==> config.mk <==
export PLATFORM = sky130hd
export DESIGN_NAME = fifo_serializer_flat
export DESIGN_NICKNAME = d
export VERILOG_FILES = /design/src/rtl/fifo_ser_pkg.sv /design/src/rtl/fifo_serializer_if.sv /design/src/rtl/ser_bit_timer.sv /design/src/rtl/fifo_serializer.sv /design/src/flat_wrapper.sv
export SDC_FILE = /design/constraint.sdc
export NUM_CORES = 1
export LEC_CHECK = 0
export ABC_AREA = 1
export BUFFER_PORTS_ARGS = -buffer_cell sky130_fd_sc_hd__buf_2
export CAP_MARGIN = 20
export CORE_MARGIN = 4
export CORE_UTILIZATION = 35
export DETAILED_ROUTE_END_ITERATION = 10
export PLACE_DENSITY = 0.64
export RECOVER_POWER = 50
export SLEW_MARGIN = 20
export SYNTH_ARGS = -nofsm -noshare
export SYNTH_HDL_FRONTEND = slang
export SYNTH_SLANG_ARGS = --single-unit
==> constraint.sdc <==
create_clock -name clk -period 1.6 [get_ports clk]
set_clock_uncertainty 0.1 [all_clocks]
set_input_delay 0.24 -clock clk [delete_from_list [all_inputs] [get_ports clk]]
set_output_delay 0.24 -clock clk [all_outputs]
set_load 0.01 [all_outputs]
==> src/rtl/fifo_ser_pkg.sv <==
// fifo_serializer shared definitions: FSM state encoding, serial line levels
// and a helper that sizes the bit timer counter.
package fifo_ser_pkg;

  typedef enum logic [2:0] {
    IDLE   = 3'd0,
    REQ    = 3'd1,
    LOAD   = 3'd2,
    START  = 3'd3,
    DATA   = 3'd4,
    PARITY = 3'd5,
    STOP   = 3'd6
  } ser_state_e;

  localparam logic LINE_IDLE = 1'b1;
  localparam logic START_BIT = 1'b0;

  // Bit timer width: $clog2 of the bit period, never narrower than one bit.
  function automatic int timer_width(input int clks);
    return (clks > 1) ? $clog2(clks) : 1;
  endfunction

endpackage

==> src/rtl/fifo_serializer_if.sv <==
// fifo_serializer bus: FIFO read port, transmit enable and the serial side.
// master = the serializer, slave = the FIFO/line environment around it.
interface fifo_serializer_if
  import fifo_ser_pkg::*;
#(
  parameter int WIDTH = 4
);

  logic             tx_en;
  logic             empty_indicate;
  logic [WIDTH-1:0] dread;
  logic             r_en;
  logic             ser_out;
  logic             busy;
  logic             frame_done;

  modport master (
    input  tx_en, empty_indicate, dread,
    output r_en, ser_out, busy, frame_done
  );

  modport slave (
    output tx_en, empty_indicate, dread,
    input  r_en, ser_out, busy, frame_done
  );

endinterface

==> src/rtl/ser_bit_timer.sv <==
// ser_bit_timer: free-running bit period counter with synchronous clear.
// bit_end is high on the last clock of each CLKS_PER_BIT-cycle bit.
module ser_bit_timer
  import fifo_ser_pkg::*;
#(
  parameter int CLKS_PER_BIT = 4
)
(
  input  logic clk,
  input  logic reset,
  input  logic clear,
  output logic bit_end
);

  localparam int CW = timer_width(CLKS_PER_BIT);
  localparam logic [CW-1:0] LAST = CW'(CLKS_PER_BIT - 1);

  logic [CW-1:0] count;

  // Count 0..CLKS_PER_BIT-1 and wrap, held at zero while cleared.
  always_ff @(posedge clk or posedge reset) begin
    if (reset) begin
      count <= '0;
    end else if (clear || (count == LAST)) begin
      count <= '0;
    end else begin
      count <= count + 1'b1;
    end
  end

  assign bit_end = (count == LAST);

endmodule

==> src/rtl/fifo_serializer.sv <==
// fifo_serializer: pops words from a synchronous FIFO and sends each one
// LSB-first as start bit, WIDTH data bits, optional parity, stop bit.
// Define FIFO_SER_PARITY_EN to insert an even-parity bit before the stop bit.
module fifo_serializer
  import fifo_ser_pkg::*;
#(
  parameter int WIDTH        = 4,
  parameter int CLKS_PER_BIT = 4
)
(
  input logic               clk,
  input logic               reset,
  fifo_serializer_if.master bus
);

  localparam int IDX_W = $clog2(WIDTH + 1);
  localparam logic [IDX_W-1:0] LAST_BIT = IDX_W'(WIDTH - 1);

  ser_state_e       state_q;
  ser_state_e       state_d;
  logic [WIDTH-1:0] shift_q;
  logic [IDX_W-1:0] bit_idx_q;
  logic             bit_end;
  logic             timer_clear;
  logic             line;
  logic             pop;
  logic             done;
`ifdef FIFO_SER_PARITY_EN
  logic             parity_q;
`endif

  // The timer only runs while a bit is on the line.
  assign timer_clear = (state_q == IDLE) || (state_q == REQ) || (state_q == LOAD);

  ser_bit_timer #(
    .CLKS_PER_BIT(CLKS_PER_BIT)
  ) u_timer (
    .clk    (clk),
    .reset  (reset),
    .clear  (timer_clear),
    .bit_end(bit_end)
  );

  // State register.
  always_ff @(posedge clk or posedge reset) begin
    if (reset) begin
      state_q <= IDLE;
    end else begin
      state_q <= state_d;
    end
  end

  // Next state and output decode, purely from registered state.
  always_comb begin
    state_d = state_q;
    line    = LINE_IDLE;
    pop     = 1'b0;
    done    = 1'b0;
    case (state_q)
      IDLE: begin
        if (bus.tx_en && !bus.empty_indicate) begin
          state_d = REQ;
        end
      end
      REQ: begin
        pop     = 1'b1;
        state_d = LOAD;
      end
      LOAD: begin
        state_d = START;
      end
      START: begin
        line = START_BIT;
        if (bit_end) begin
          state_d = DATA;
        end
      end
      DATA: begin
        line = shift_q[0];
        if (bit_end && (bit_idx_q == LAST_BIT)) begin
`ifdef FIFO_SER_PARITY_EN
          state_d = PARITY;
`else
          state_d = STOP;
`endif
        end
      end
`ifdef FIFO_SER_PARITY_EN
      PARITY: begin
        line = parity_q;
        if (bit_end) begin
          state_d = STOP;
        end
      end
`endif
      STOP: begin
        done = bit_end;
        if (bit_end) begin
          state_d = IDLE;
        end
      end
      default: begin
        state_d = IDLE;
      end
    endcase
  end

  // Capture the word the cycle after the pop, then shift one bit per period.
  always_ff @(posedge clk or posedge reset) begin
    if (reset) begin
      shift_q   <= '0;
      bit_idx_q <= '0;
    end else if (state_q == LOAD) begin
      shift_q   <= bus.dread;
      bit_idx_q <= '0;
    end else if ((state_q == DATA) && bit_end) begin
      shift_q   <= shift_q >> 1;
      bit_idx_q <= bit_idx_q + 1'b1;
    end
  end

`ifdef FIFO_SER_PARITY_EN
  // Parity comes from the captured word, independent of the shifting copy.
  always_ff @(posedge clk or posedge reset) begin
    if (reset) begin
      parity_q <= 1'b0;
    end else if (state_q == LOAD) begin
      parity_q <= ^bus.dread;
    end
  end
`endif

  assign bus.r_en       = pop;
  assign bus.ser_out    = line;
  assign bus.busy       = (state_q != IDLE);
  assign bus.frame_done = done;

endmodule

==> src/flat_wrapper.sv <==
// flat-port wrapper written by rule: the top's interface ports become plain ports
module fifo_serializer_flat import fifo_ser_pkg::*;
#(
  parameter int WIDTH        = 4,
  parameter int CLKS_PER_BIT = 4
)
  (clk, reset, bus_tx_en, bus_empty_indicate, bus_dread, bus_r_en, bus_ser_out, bus_busy, bus_frame_done);
  fifo_serializer_if #(.WIDTH(WIDTH)) bus_i ();
  input logic clk;
  input logic reset;
  input wire logic [$bits(bus_i.tx_en)-1:0] bus_tx_en;
  input wire logic [$bits(bus_i.empty_indicate)-1:0] bus_empty_indicate;
  input wire logic [$bits(bus_i.dread)-1:0] bus_dread;
  output wire logic [$bits(bus_i.r_en)-1:0] bus_r_en;
  output wire logic [$bits(bus_i.ser_out)-1:0] bus_ser_out;
  output wire logic [$bits(bus_i.busy)-1:0] bus_busy;
  output wire logic [$bits(bus_i.frame_done)-1:0] bus_frame_done;
  assign bus_i.tx_en = bus_tx_en;
  assign bus_i.empty_indicate = bus_empty_indicate;
  assign bus_i.dread = bus_dread;
  assign bus_r_en = bus_i.r_en;
  assign bus_ser_out = bus_i.ser_out;
  assign bus_busy = bus_i.busy;
  assign bus_frame_done = bus_i.frame_done;
  fifo_serializer #(.WIDTH(WIDTH), .CLKS_PER_BIT(CLKS_PER_BIT)) u_core (.clk(clk), .reset(reset), .bus(bus_i));
endmodule
-- Word-level counts from Yosys, hierarchy flattened
Cells that the tools add are included.
- $add $sub $neg: 2
- reductions and logical operators: 11
- equality and inequality tests: 11
- muxes and demuxes: 13
- operator list (operator ; count):
    $mux W3 ; 6
    $pmux W3 S6 ; 1
    $eq A3 B2 Y1 const B ; 3
    $mux W4 ; 2
    $eq A3 B3 Y1 const B ; 2
    $ne A2 B1 Y1 const B ; 3
    $reduce_and A4 Y1 ; 1
    $add A3 B1 Y3 const B ; 1
    $eq A3 B1 Y1 const B ; 1
    $logic_and A1 B1 Y1 ; 3
    $logic_not A3 Y1 ; 1
    $logic_or A1 B1 Y1 ; 3
    $reduce_bool A3 Y1 ; 1
    $add A2 B1 Y2 const B ; 1
    $eq A2 B2 Y1 const B ; 1
    $mux W1 ; 2
    $mux W2 ; 1
    $ne A2 B2 Y1 const B ; 1
    $pmux W1 S2 ; 1
    $reduce_bool A2 Y1 ; 1
    $logic_not A1 Y1 ; 1
- register bits after elaboration: 12
- input bits: 8
- word-level logic and storage cells: 41
- output and inout bits: 4

-- Depth between registers and ports, before layout
Gate-level depths: netlist (run 1).
- word-level depth: 5
- depth in mapped cells: 8
- gate-level depth less buffers: 8

-- Hierarchy
From an unflattened synthesis (run 1), not the netlist that was laid out.
- cells, all modules: 93
- area, all modules: 691.9 µm²
- modules (own cells, without submodules) (module ; times used ; cells an instance ; seq. area each (µm²) ; area an instance (µm²)):
    fifo_serializer ; 1 ; 83 ; 250.2 ; 603.1
    ser_bit_timer ; 1 ; 10 ; 50.0 ; 88.8

-- Least setup slack after synthesis (run 1)
OpenSTA, ideal clock, no wires.
- path type: register to register
- start: register u_core.bit_idx_q[0]
- end: register u_core.state_q[0]
- clock period less this slack: 1.307 ns
- data required time: 1.383 ns
- path buffers: 0
- cell stages (with the launch flop): 9
- library setup time: 0.117 ns
- arrival: 1.089 ns
- path slack: 0.293 ns
- cells stage by stage: dfrtp_1 > ha_1 > ha_1 > nand2_1 > nand3_1 > nand2_1 > inv_1 > nand3_1 > nand2_1
- cells in the longest elaborated chain, start to end: 4
- RTL lines (what ; line ; RTL):
    from (decl) ; fifo_serializer.sv:22 ; logic [IDX_W-1:0] bit_idx_q;
    from (signal assigned) ; fifo_serializer.sv:118 ; bit_idx_q <= bit_idx_q + 1'b1;
    $eq A3 B2 Y1 ; fifo_serializer.sv:80 ; if (bit_end && (bit_idx_q == LAST_BIT)) begin
    $logic_and A1 B1 Y1 ; fifo_serializer.sv:80 ;
    $ne A2 B1 Y1 (no line) ; - ;
    $reduce_and A4 Y1 (no line) ; - ;
    to (signal assigned) ; fifo_serializer.sv:49 ; state_q <= state_d;
    to (decl) ; fifo_serializer.sv:19 ; ser_state_e state_q;
No other way between the ends.
A chain may end at the register's enable or synchronous reset.

-- Worst setup path after layout (run 1)
- start: register u_core.state_q[0]
- end: output bus_ser_out
- cells in the longest elaborated chain, start to end: 2
- elaborated cells between the ends (all ways): 3
- those cells by class: eq/ne: 2; mux: 1
- RTL lines (what ; line ; RTL):
    $eq A3 B3 Y1 or $eq A3 B2 Y1 (tied branches) ; fifo_serializer.sv:59 ; case (state_q)
    $pmux W1 S2 * ; fifo_serializer.sv:59 ;
    to (decl) ; flat_wrapper.sv:15 ; output wire logic [$bits(bus_i.ser_out)-1:0] bus_ser_out;
Every way passes the cells marked *; elsewhere a longest branch is shown, timed or not.

==> flow_summary.yaml, run 1 <==
yosys:
  ys_ff_latch: 12
  synth_common_cells: "nand2_1 (19), nand3_1 (13), dfrtp_1 (12)"
  syn_nets: 95
  synth_ff_type: "dfrtp_1"
  syn_area_um2: 701
  syn-instance-count: 84
  synth_largest_area_cell: "dfrtp_1"
  seq_area_frac_synth_pct: 42.9
  synth.distinct_cells: 19
  synth_area_per_cell_um2: 8.34
  synthTopCellsByArea: "dfrtp_1 (43%), nand2_1 (10%), nand3_1 (9.3%)"
  yosysWarnings: 0
  synth-async-reset-ratio_pct: 100
  synth_edf_count: 0
  synth_top_area_share_pct: 42.9
  yosysMostFrequentCell: "nand2_1"
timing:
  hold_violations: 0
  finalCritPeriodShare_pct: 98.0
  whs_ns: 0.0932
  worst_slew_pin_slew_ns: 0.455
  slew_headroom_pct: 69.6
  setup_viol: 0
  rsz0062_at_grt: "true"
  min_period_ns: 1.57
  fmax_mhz: 638
  finalMaxSlewViolations: 0
layout:
  diodes: 0
  multi_input_area_um2: 333
  area_growth_pct: 20.4
  fin_nets: 115
  register_area_um2: 304
  final_core_util_pct: 46.8
  drive_gt1_share_pct: 35.3
  fill_cells: 182
global_route:
  grt_pass1_wl_um: 2240
  grt_pass1_vias: 554
  antenna_found_initial: 0
  grt_use_total_pct: 11.2
  grt_max_degree: 13
  overflow: 0
floorplanning:
  dieArea_um2: 2780
  fp-row-count: 15
  io_pins: 12
  core-area_um2: 1800
  die_width_um: 52.7
  initial_utilization_pct: 38.9
  die_y_um: 52.7
worst_hold_path:
  hp-class: "primary input to flop"
clocking:
  path_clk_slew_ns: 0.07
  clockBufferDepth: 2
  cts_sinks: 12
  numCtsBuffers: 3
  clockRootBuffer: "clkbuf_4"
  cts_tree: "done"
  h-tree-depth: 1
  clock_latency_ns: 0.26
run_status:
  outcome: "completed"
critical_path:
  arrival_ns: 1.23
  critPathKind: "flop to output pin"
  path_max_fanout: 5
  end_kind: "output pin"
  crit_required_ns: 1.26
  setup.worst_path.start_class: "flop"
detailed_routing:
  drt-wirelength-per-cell_um: 10.2
  dr.pass1.iters: 4
  ant_nets: 0
  viasPerCell: 4.61
  drt-total-wl_um: 1290
  drc: 0
  dr_total_vias: 585
  drt_iter0_markers: 3
power:
  ir_drop_mv: 0.791
  leakage_uw: 0.000453
  power_density_nw_per_um2: 1760
place:
  dp_hpwl_um: 966
  gp_congestion: 0.790
  portBuffers: 11
job:
  drv_cap: 0
==> repair_timing <==
item | CTS | global route
hold buffers | 1 | 0
buffers inserted | 2 | 3
endpoints found under the setup margin | 1 | 2
gates resized for setup | 3 | 2
pin swaps | 0 | 2
endpoints found under the hold margin | 12 | 0
==> where the power goes <==
| group | switching, uW | leakage, uW | internal, uW |
|---|---|---|---|
| Clock | 91.3 | 0.0000138 | 86.9 |
| Sequential | 121 | 0.000151 | 422 |
| Combinational | 427 | 0.000288 | 333 |
==> registers in the layout, indices dropped and copies added, names as in the netlist <==
| name | flops |
|---|---|
| u_core.shift_q | 4 |
| u_core.bit_idx_q | 3 |
| u_core.state_q | 3 |
| u_core.u_timer.count | 2 |
==> critical path, stage by stage, from the launching register on <==
cell	delay, ns
dfrtp_2	0.47
nor2_4	0.15
nand2_2	0.06
o21a_1	0.16
buf_2	0.13
==> through the flow <==
step                      setup TNS [ns]  total power [uW]  std cells  instance area, um2  worst slack [ns]
after floorplan                        0              1100         84                 701             0.293
after global placement                 0              1190        118                 764             0.214
after detailed placement               0              1210        118                 764             0.206
after CTS                              0              1430        124                 816            0.0109
after global routing             -0.0275              1640        127                 843           -0.0250
final                                  0              1480        127                 843            0.0322
==> path summary, 6_finish.rpt <==
path	slack (ns)	from	depth (start not counted)	to
setup / recovery	0.03	u_core.state_q[0]$_DFFE_PP0P_	4	bus_ser_out
hold / removal	0.09	bus_dread[1]	3	u_core.shift_q[1]$_DFFE_PP0P_
setup reg to reg	0.14	u_core.state_q[0]$_DFFE_PP0P_	6	u_core.bit_idx_q[2]$_DFFE_PP0P_
hold reg to reg	0.34	u_core.u_timer.count[0]$_DFF_PP0_	1	u_core.u_timer.count[0]$_DFF_PP0_
max in group asynchronous	0.64	reset	3	u_core.state_q[2]$_DFFE_PP0P_
min in group asynchronous	0.42	reset	3	u_core.shift_q[0]$_DFFE_PP0P_
==> cells in the final DEF (no fill, tap or decap), drive strengths merged <==
master       synthesis  layout
dlygate4sd3          0       1
ha                   3       3
o211ai               1       1
o22ai                1       1
o21ai                5       5
nor3                 1       1
clkbuf               0       3
o21a                 2       2
dfrtp               12      12
inv                 12      12
nor2                 5       5
nand3               15      15
buf                  2      16
nand2               24      24
clkinv               1       1
==> final cells by class <==
type,count,area share (%)
Timing Repair Buffer,17,12.2
Clock buffer,3,2.67
Multi-Input combinational cell,57,39.5
Inverter,13,5.93
Sequential cell,12,36.1
Tap cell,25,3.71
==> cell families after synthesis <==
kind of cell               synth area share [%]
adders and majority gates                  5.36
AOI/OAI and AO/OA                          7.68
and+or+nand+nor                            33.7
buffers and inverters                      10.4
DFF                                        42.9
==> routing by layer <==
| metal | up-vias | part of all wire (%) | GRT usage, % |
|---|---|---|---|
| met5 | - | 0 | 0 |
| met4 | 0 | 2.2 | 7.66 |
| met3 | 4 | 4.9 | 2.56 |
| met2 | 12 | 47 | 18.2 |
| met1 | 260 | 46 | 12.9 |
| li1 | 309 | - | - |
No activity file was read; power rests on OpenSTA's default activity.
==> run 2: changes to the inputs <==
--- a/config.mk
+++ b/config.mk
@@ -13,7 +13,9 @@
 export DETAILED_ROUTE_END_ITERATION = 10
 export PLACE_DENSITY = 0.64
 export RECOVER_POWER = 50
+export SKIP_CTS_REPAIR_TIMING = 1
 export SLEW_MARGIN = 20
 export SYNTH_ARGS = -nofsm -noshare
 export SYNTH_HDL_FRONTEND = slang
+export SYNTH_HIERARCHICAL = 1
 export SYNTH_SLANG_ARGS = --single-unit
==> flow_summary.yaml, run 2 <==
detailed_routing:
  dr_total_vias: 585
  ant_nets: 0
  dr.pass1.iters: 4
  drt-wirelength-per-cell_um: 9.94
  drc: 0
  drt_iter0_markers: 5
  drt-total-wl_um: 1340
  viasPerCell: 4.33
clocking:
  clockRootBuffer: "clkbuf_4"
  clock_latency_ns: 0.27
  clockBufferDepth: 2
  cts_tree: "done"
  path_clk_slew_ns: 0.07
  h-tree-depth: 1
  numCtsBuffers: 3
  cts_sinks: 12
floorplanning:
  core-area_um2: 1800
  fp-row-count: 15
  die_width_um: 52.5
  die_y_um: 52.5
  io_pins: 12
  dieArea_um2: 2750
  initial_utilization_pct: 38.4
power:
  pwr-share-seq_pct: 37.7
  combPwrFrac_pct: 45.0
  power_density_nw_per_um2: 1600
  leakage_uw: 0.000518
  internal_power_uw: 793
  p_sw_share_pct: 42.4
  power_frac_clock_pct: 17.2
  switchingPower_uw: 584
  ir_drop_mv: 0.606
global_route:
  overflow: 0
  grt_max_degree: 11
  grt_use_met1_pct: 14.8
  grt_pass1_wl_um: 2130
  grt_use_met2_pct: 14.9
  grt_pass1_vias: 499
  grt_most_used_layer: "met2"
  antenna_found_initial: 0
  grt_use_total_pct: 10.5
  gr-usage-met3_pct: 1.71
yosys:
  synthSimpleGateAreaFrac_pct: 34.7
  synth_largest_area_cell: "dfrtp_1"
  yosys.area_share.xor_xnor_pct: 0
  synth_compound_area_share_pct: 4.16
  synth_edf_count: 0
  synth_common_cells: "nand2_1 (28), inv_1 (18), dfrtp_1 (12)"
  synth_top_area_share_pct: 43.4
  synth_adder_area_share_pct: 5.42
  syn_nets: 104
  synth-async-reset-ratio_pct: 100
  synthTopCellsByArea: "dfrtp_1 (43%), nand2_1 (15%), inv_1 (9.8%)"
  yosysMostFrequentCell: "nand2_1"
  ys_ff_latch: 12
  syn-instance-count: 93
  yosysWarnings: 6
  synth_ff_type: "dfrtp_1"
  synth_area_per_cell_um2: 7.44
  syn_area_um2: 692
  synthMuxAreaShare_pct: 1.45
  synth.distinct_cells: 18
  synth_top_family_by_area: "simple AND/OR/NAND/NOR gates"
  seq_area_frac_synth_pct: 43.4
place:
  portBuffers: 11
  gp_congestion: 0.761
  dp_hpwl_um: 1030
critical_path:
  critPathKind: "flop to output pin"
  path_max_fanout: 6
  cp_slowest_cell: "dfrtp_2"
  arrival_ns: 1.20
  rr_worst_depth: 8
  crit_required_ns: 1.26
  crit_chain: "nor2_4, nand2_4, nor2_1, nor2_1, buf_2"
  end_kind: "output pin"
  cp_common_cell: "nor2_1"
  setup.worst_path.start_class: "flop"
  critPathMaxStageDelay_ns: 0.46
worst_hold_path:
  worstHoldPathCells: 3
  hp-class: "primary input to flop"
layout:
  drive_gt1_share_pct: 29.1
  diodes: 0
  fin_nets: 122
  layout_common_cells: "nand2_1 (28), inv_1 (17), buf_2 (11)"
  largest_reg_flops: 4
  layout_commonest_cell: "nand2_1"
  largestRegisters: "u_core/shift_q (4), u_core/bit_idx_q (3), u_core/state_q (3)"
  area_growth_pct: 24.8
  final_core_util_pct: 47.9
  top_register: "u_core/shift_q"
timing:
  fmax_mhz: 649
  finalCritPeriodShare_pct: 96.3
  whs_ns: 0.0788
  hold_violations: 0
  min_period_ns: 1.54
  fin_setup_tns_ns: 0
  slew_headroom_pct: 74.0
  finalMaxSlewViolations: 0
  worst_slew_pin_slew_ns: 0.390
  setup_viol: 0
  rsz0062_at_grt: "false"
run_status:
  outcome: "completed"
job:
  drv_cap: 0
[run 2: cell count changes after synthesis, moves of 3 or more]
cell and delta:
nor2_2 +3, nand2_1 +9, inv_1 +8, nor2_1 +4
nand3_1 -6
[run 2: logic make-up after synthesis]
family / after synthesis
AOI/OAI and AO/OA: 5
adders and majority gates: 3
buffers and inverters: 20
DFF: 12
muxes: 1
and+or+nand+nor: 52
[run 2: power by group through the flow]
| stage | registers [uW] | logic [uW] | clock network, uW |
|---|---|---|---|
| detailed placement | 495 | 575 | 0 |
| finish | 520 | 620 | 237 |
| CTS | 489 | 578 | 247 |
| global route | 535 | 707 | 261 |
| global placement | 493 | 566 | 0 |
| floorplan | 477 | 447 | 0 |
[run 2: final timing paths]
kind                                            startpoint                                 to  slack (ns)
max in group asynchronous                            reset      u_core/state_q[1]$_DFFE_PP0P_        0.70
max reg2reg                u_core/bit_idx_q[0]$_DFFE_PP0P_      u_core/state_q[0]$_DFFE_PP0P_        0.19
min                                           bus_dread[3]      u_core/shift_q[3]$_DFFE_PP0P_        0.08
max                          u_core/state_q[1]$_DFFE_PP0P_                        bus_ser_out        0.06
min reg2reg                u_core/bit_idx_q[0]$_DFFE_PP0P_    u_core/bit_idx_q[0]$_DFFE_PP0P_        0.38
min in group asynchronous                            reset  u_core/u_timer/count[0]$_DFF_PP0_        0.27
[run 2: worst max-delay path, delay by kind of cell (launching register included)]
kind	cells	cell delay [ns]
buffers and inverters	1	0.13
DFF	1	0.46
and+or+nand+nor	4	0.33
[run 2: stage by stage]
stage / std cells / total power (uW) / area (um2) / worst slack (ns)
2_1_floorplan: 93 / 924 / 692 / 0.293
3_3_place_gp: 129 / 1060 / 778 / 0.182
3_5_place_dp: 129 / 1070 / 778 / 0.184
4_1_cts: 133 / 1320 / 815 / -0.0652
5_1_grt: 135 / 1500 / 863 / 0.00200
6_report: 135 / 1380 / 863 / 0.0584
[run 2: final cells by class]
cell class / instances / area [um2]
fillers: 187 / 938
flip-flops and latches: 12 / 304
well taps: 25 / 31.3
clock buffers: 4 / 36.3
repair buffers: 13 / 72.6
inverters: 20 / 75.1
multi-input cells: 61 / 344
[run 2: per-layer routing]
metal  wire (um)  part of all wire, %
met5           0                    0
met2         634                   47
met1         647                   48
met4           5                 0.37
met3          55                  4.1
==> run 3: changes to the inputs <==
--- a/config.mk
+++ b/config.mk
@@ -5,13 +5,14 @@
 export SDC_FILE = /design/constraint.sdc
 export NUM_CORES = 1
 export LEC_CHECK = 0
-export ABC_AREA = 1
 export BUFFER_PORTS_ARGS = -buffer_cell sky130_fd_sc_hd__buf_2
 export CAP_MARGIN = 20
+export CELL_PAD_IN_SITES_DETAIL_PLACEMENT = 0
+export CELL_PAD_IN_SITES_GLOBAL_PLACEMENT = 1
 export CORE_MARGIN = 4
 export CORE_UTILIZATION = 35
 export DETAILED_ROUTE_END_ITERATION = 10
-export PLACE_DENSITY = 0.64
+export PLACE_DENSITY = 0.76
 export RECOVER_POWER = 50
 export SKIP_CTS_REPAIR_TIMING = 1
 export SLEW_MARGIN = 20
==> flow_summary.yaml, run 3 <==
detailed_routing:
  ant_nets: 0
  drt-total-wl_um: 1290
  dr_total_vias: 514
  drc: 0
  drt_iter0_markers: 1
  drt-wirelength-per-cell_um: 11.7
  dr.pass1.iters: 3
  viasPerCell: 4.67
timing:
  rsz0062_at_grt: "true"
  min_period_ns: 1.64
  fmax_mhz: 609
  slew_headroom_pct: 72.8
  finalCritPeriodShare_pct: 103
  worst_slew_pin_slew_ns: 0.408
  finalMaxSlewViolations: 0
  setup_viol: 2
  hold_violations: 0
  worst_slack_ns: -0.0415
power:
  pwr-share-seq_pct: 35.1
  combPwrFrac_pct: 46.4
  power_frac_clock_pct: 18.5
  total_power_uw: 1350
  internal_power_uw: 893
  ir_drop_mv: 0.599
  power_density_nw_per_um2: 1530
  leakage_uw: 0.000423
  p_sw_share_pct: 33.7
  switchingPower_uw: 453
floorplanning:
  io_pins: 12
  fp-row-count: 15
  die_y_um: 51.6
  initial_utilization_pct: 37.7
  dieArea_um2: 2660
  die_width_um: 51.6
  core-area_um2: 1760
clocking:
  h-tree-depth: 1
  clock_latency_ns: 0.28
  clockRootBuffer: "clkbuf_4"
  cts_sinks: 12
  path_clk_slew_ns: 0.08
  cts_tree: "done"
  numCtsBuffers: 3
  clockBufferDepth: 2
yosys:
  yosysMostFrequentCell: "dfrtp_1"
  ys_ff_latch: 12
  syn_area_um2: 666
  yosysWarnings: 6
  synth_largest_area_cell: "dfrtp_1"
  synth_area_per_cell_um2: 11.1
  synth-async-reset-ratio_pct: 100
  seq_area_frac_synth_pct: 45.1
  synth_edf_count: 0
  synth_ff_type: "dfrtp_1"
  synth_top_area_share_pct: 45.1
  synth_common_cells: "dfrtp_1 (12), nand2_1 (6), a21oi_1 (4), inv_1 (4)"
  synth.distinct_cells: 27
  syn-instance-count: 60
  syn_nets: 71
  synthTopCellsByArea: "dfrtp_1 (45%), ha_1 (5.6%), mux2i_1 (4.5%)"
place:
  dp_hpwl_um: 889
  portBuffers: 11
  gp_congestion: 0.742
critical_path:
  r2r-start: "u_core/u_timer/count[0]$_DFF_PP0_"
  end_kind: "output pin"
  crit_chain: "buf_6, or3_1, buf_2"
  rr_worst_depth: 4
  crit_required_ns: 1.26
  r2r_setup_slack_ns: 0.04
  critPathMaxStageDelay_ns: 0.40
  path_max_fanout: 11
  setup.worst_path.start_class: "flop"
  cp_slowest_cell: "dfrtp_1"
  r2r_end: "u_core/bit_idx_q[0]$_DFFE_PP0P_"
  critPathBufInv: 2
  critical_path.top_delay_family: "flip-flops"
  critPathKind: "flop to output pin"
  arrival_ns: 1.30
global_route:
  grt_pass1_wl_um: 2210
  antenna_found_initial: 0
  overflow: 0
  grt_max_degree: 12
  grt_pass1_vias: 492
  grt_use_total_pct: 11.5
layout:
  layout_common_cells: "dfrtp_1 (11), buf_2 (10), buf_4 (10)"
  diodes: 0
  fill_cells: 170
  final_core_util_pct: 50.0
  layout_commonest_cell: "dfrtp_1"
  area_growth_pct: 32.5
  drive_gt1_share_pct: 43.5
  fin_nets: 97
  largest_reg_flops: 4
  top_register: "u_core/shift_q"
  largestRegisters: "u_core/shift_q (4), u_core/bit_idx_q (3), u_core/state_q (3)"
worst_hold_path:
  min_from: "bus_dread[2]"
  hp-class: "primary input to flop"
  worstHoldPathCells: 3
  hold_end: "u_core/shift_q[2]$_DFFE_PP0P_"
run_status:
  outcome: "finished, violations left"
  violations: "negative setup slack"
job:
  drv_cap: 0
-- run 3: cell types whose count changed after synthesis, moves of 3 or more --
cell,before,now
inv_1,18,4
nand2_1,28,6
nand3_1,7,0
nor2_1,7,3
nor2_2,3,0
-- run 3: final cells by class --
type | count | area (um2) | share of cell area, %
Clock buffer | 4 | 36.3 | 4.11
Inverter | 4 | 15.0 | 1.70
Multi-Input combinational cell | 40 | 325 | 36.9
Sequential cell | 12 | 302 | 34.2
Tap cell | 25 | 31.3 | 3.55
Timing Repair Buffer | 25 | 173 | 19.6
-- run 3: metal layers --
metal	up-vias	wire length (um)	track usage, %	part of all wire (%)
li1	258	-	-	-
met1	243	591	13.6	46
met2	9	603	17.6	47
met3	4	48	2.01	3.7
met4	0	46	10.5	3.6
met5	-	0	0	0
-- run 3: how the worst max path moves through the flow --
stage,cells after the start,start,to
6_report,3,u_core/state_q[1]$_DFFE_PP0P_,bus_busy
5_1_grt,3,u_core/state_q[1]$_DFFE_PP0P_,bus_busy
4_1_cts,4,u_core/state_q[0]$_DFFE_PP0P_,bus_frame_done
3_5_place_dp,4,u_core/u_timer/count[0]$_DFF_PP0_,u_core/bit_idx_q[0]$_DFFE_PP0P_
3_3_place_gp,4,u_core/u_timer/count[0]$_DFF_PP0_,u_core/bit_idx_q[0]$_DFFE_PP0P_
2_1_floorplan,5,u_core/u_timer/count[0]$_DFF_PP0_,u_core/bit_idx_q[0]$_DFFE_PP0P_
-- run 3: per-stage QoR --
step	setup slack (ns)	cells	hold slack, ns	instance area [um2]	setup TNS, ns
3_3_place_gp	0.116	97	0.00274	754	0
2_1_floorplan	0.0892	60	-0.119	666	0
4_1_cts	-0.126	101	-0.307	791	-0.239
3_5_place_dp	0.0878	97	0.00877	754	0
5_1_grt	-0.0996	110	0.0673	882	-0.303
6_report	-0.0415	110	0.0680	882	-0.0466
-- run 3: power by group through the flow --
stage	clock network, uW	registers (uW)	logic (uW)
floorplan	0	447	396
global placement	0	471	495
detailed placement	0	472	499
CTS	260	465	505
global route	280	491	700
finish	248	473	625
-- run 3: logic make-up (layout without fill, tap and decap cells) --
family / after synthesis / after routing / share of synthesized area (%)
flip-flops: 12 / 12 / 45.1
AND/OR/NAND/NOR: 20 / 20 / 21.1
buffers and inverters: 8 / 33 / 7.52
AO/OA/AOI/OAI: 11 / 11 / 10.7
adder cells (fa/ha/maj): 4 / 4 / 7.14
multiplexers: 5 / 5 / 8.46
-- run 3: worst reg2reg max path: stages, from the launching register on --
cell	delay, ns
dfrtp_1	0.37
ha_2	0.19
and4bb_1	0.43
nor2_4	0.09
mux2_4	0.26
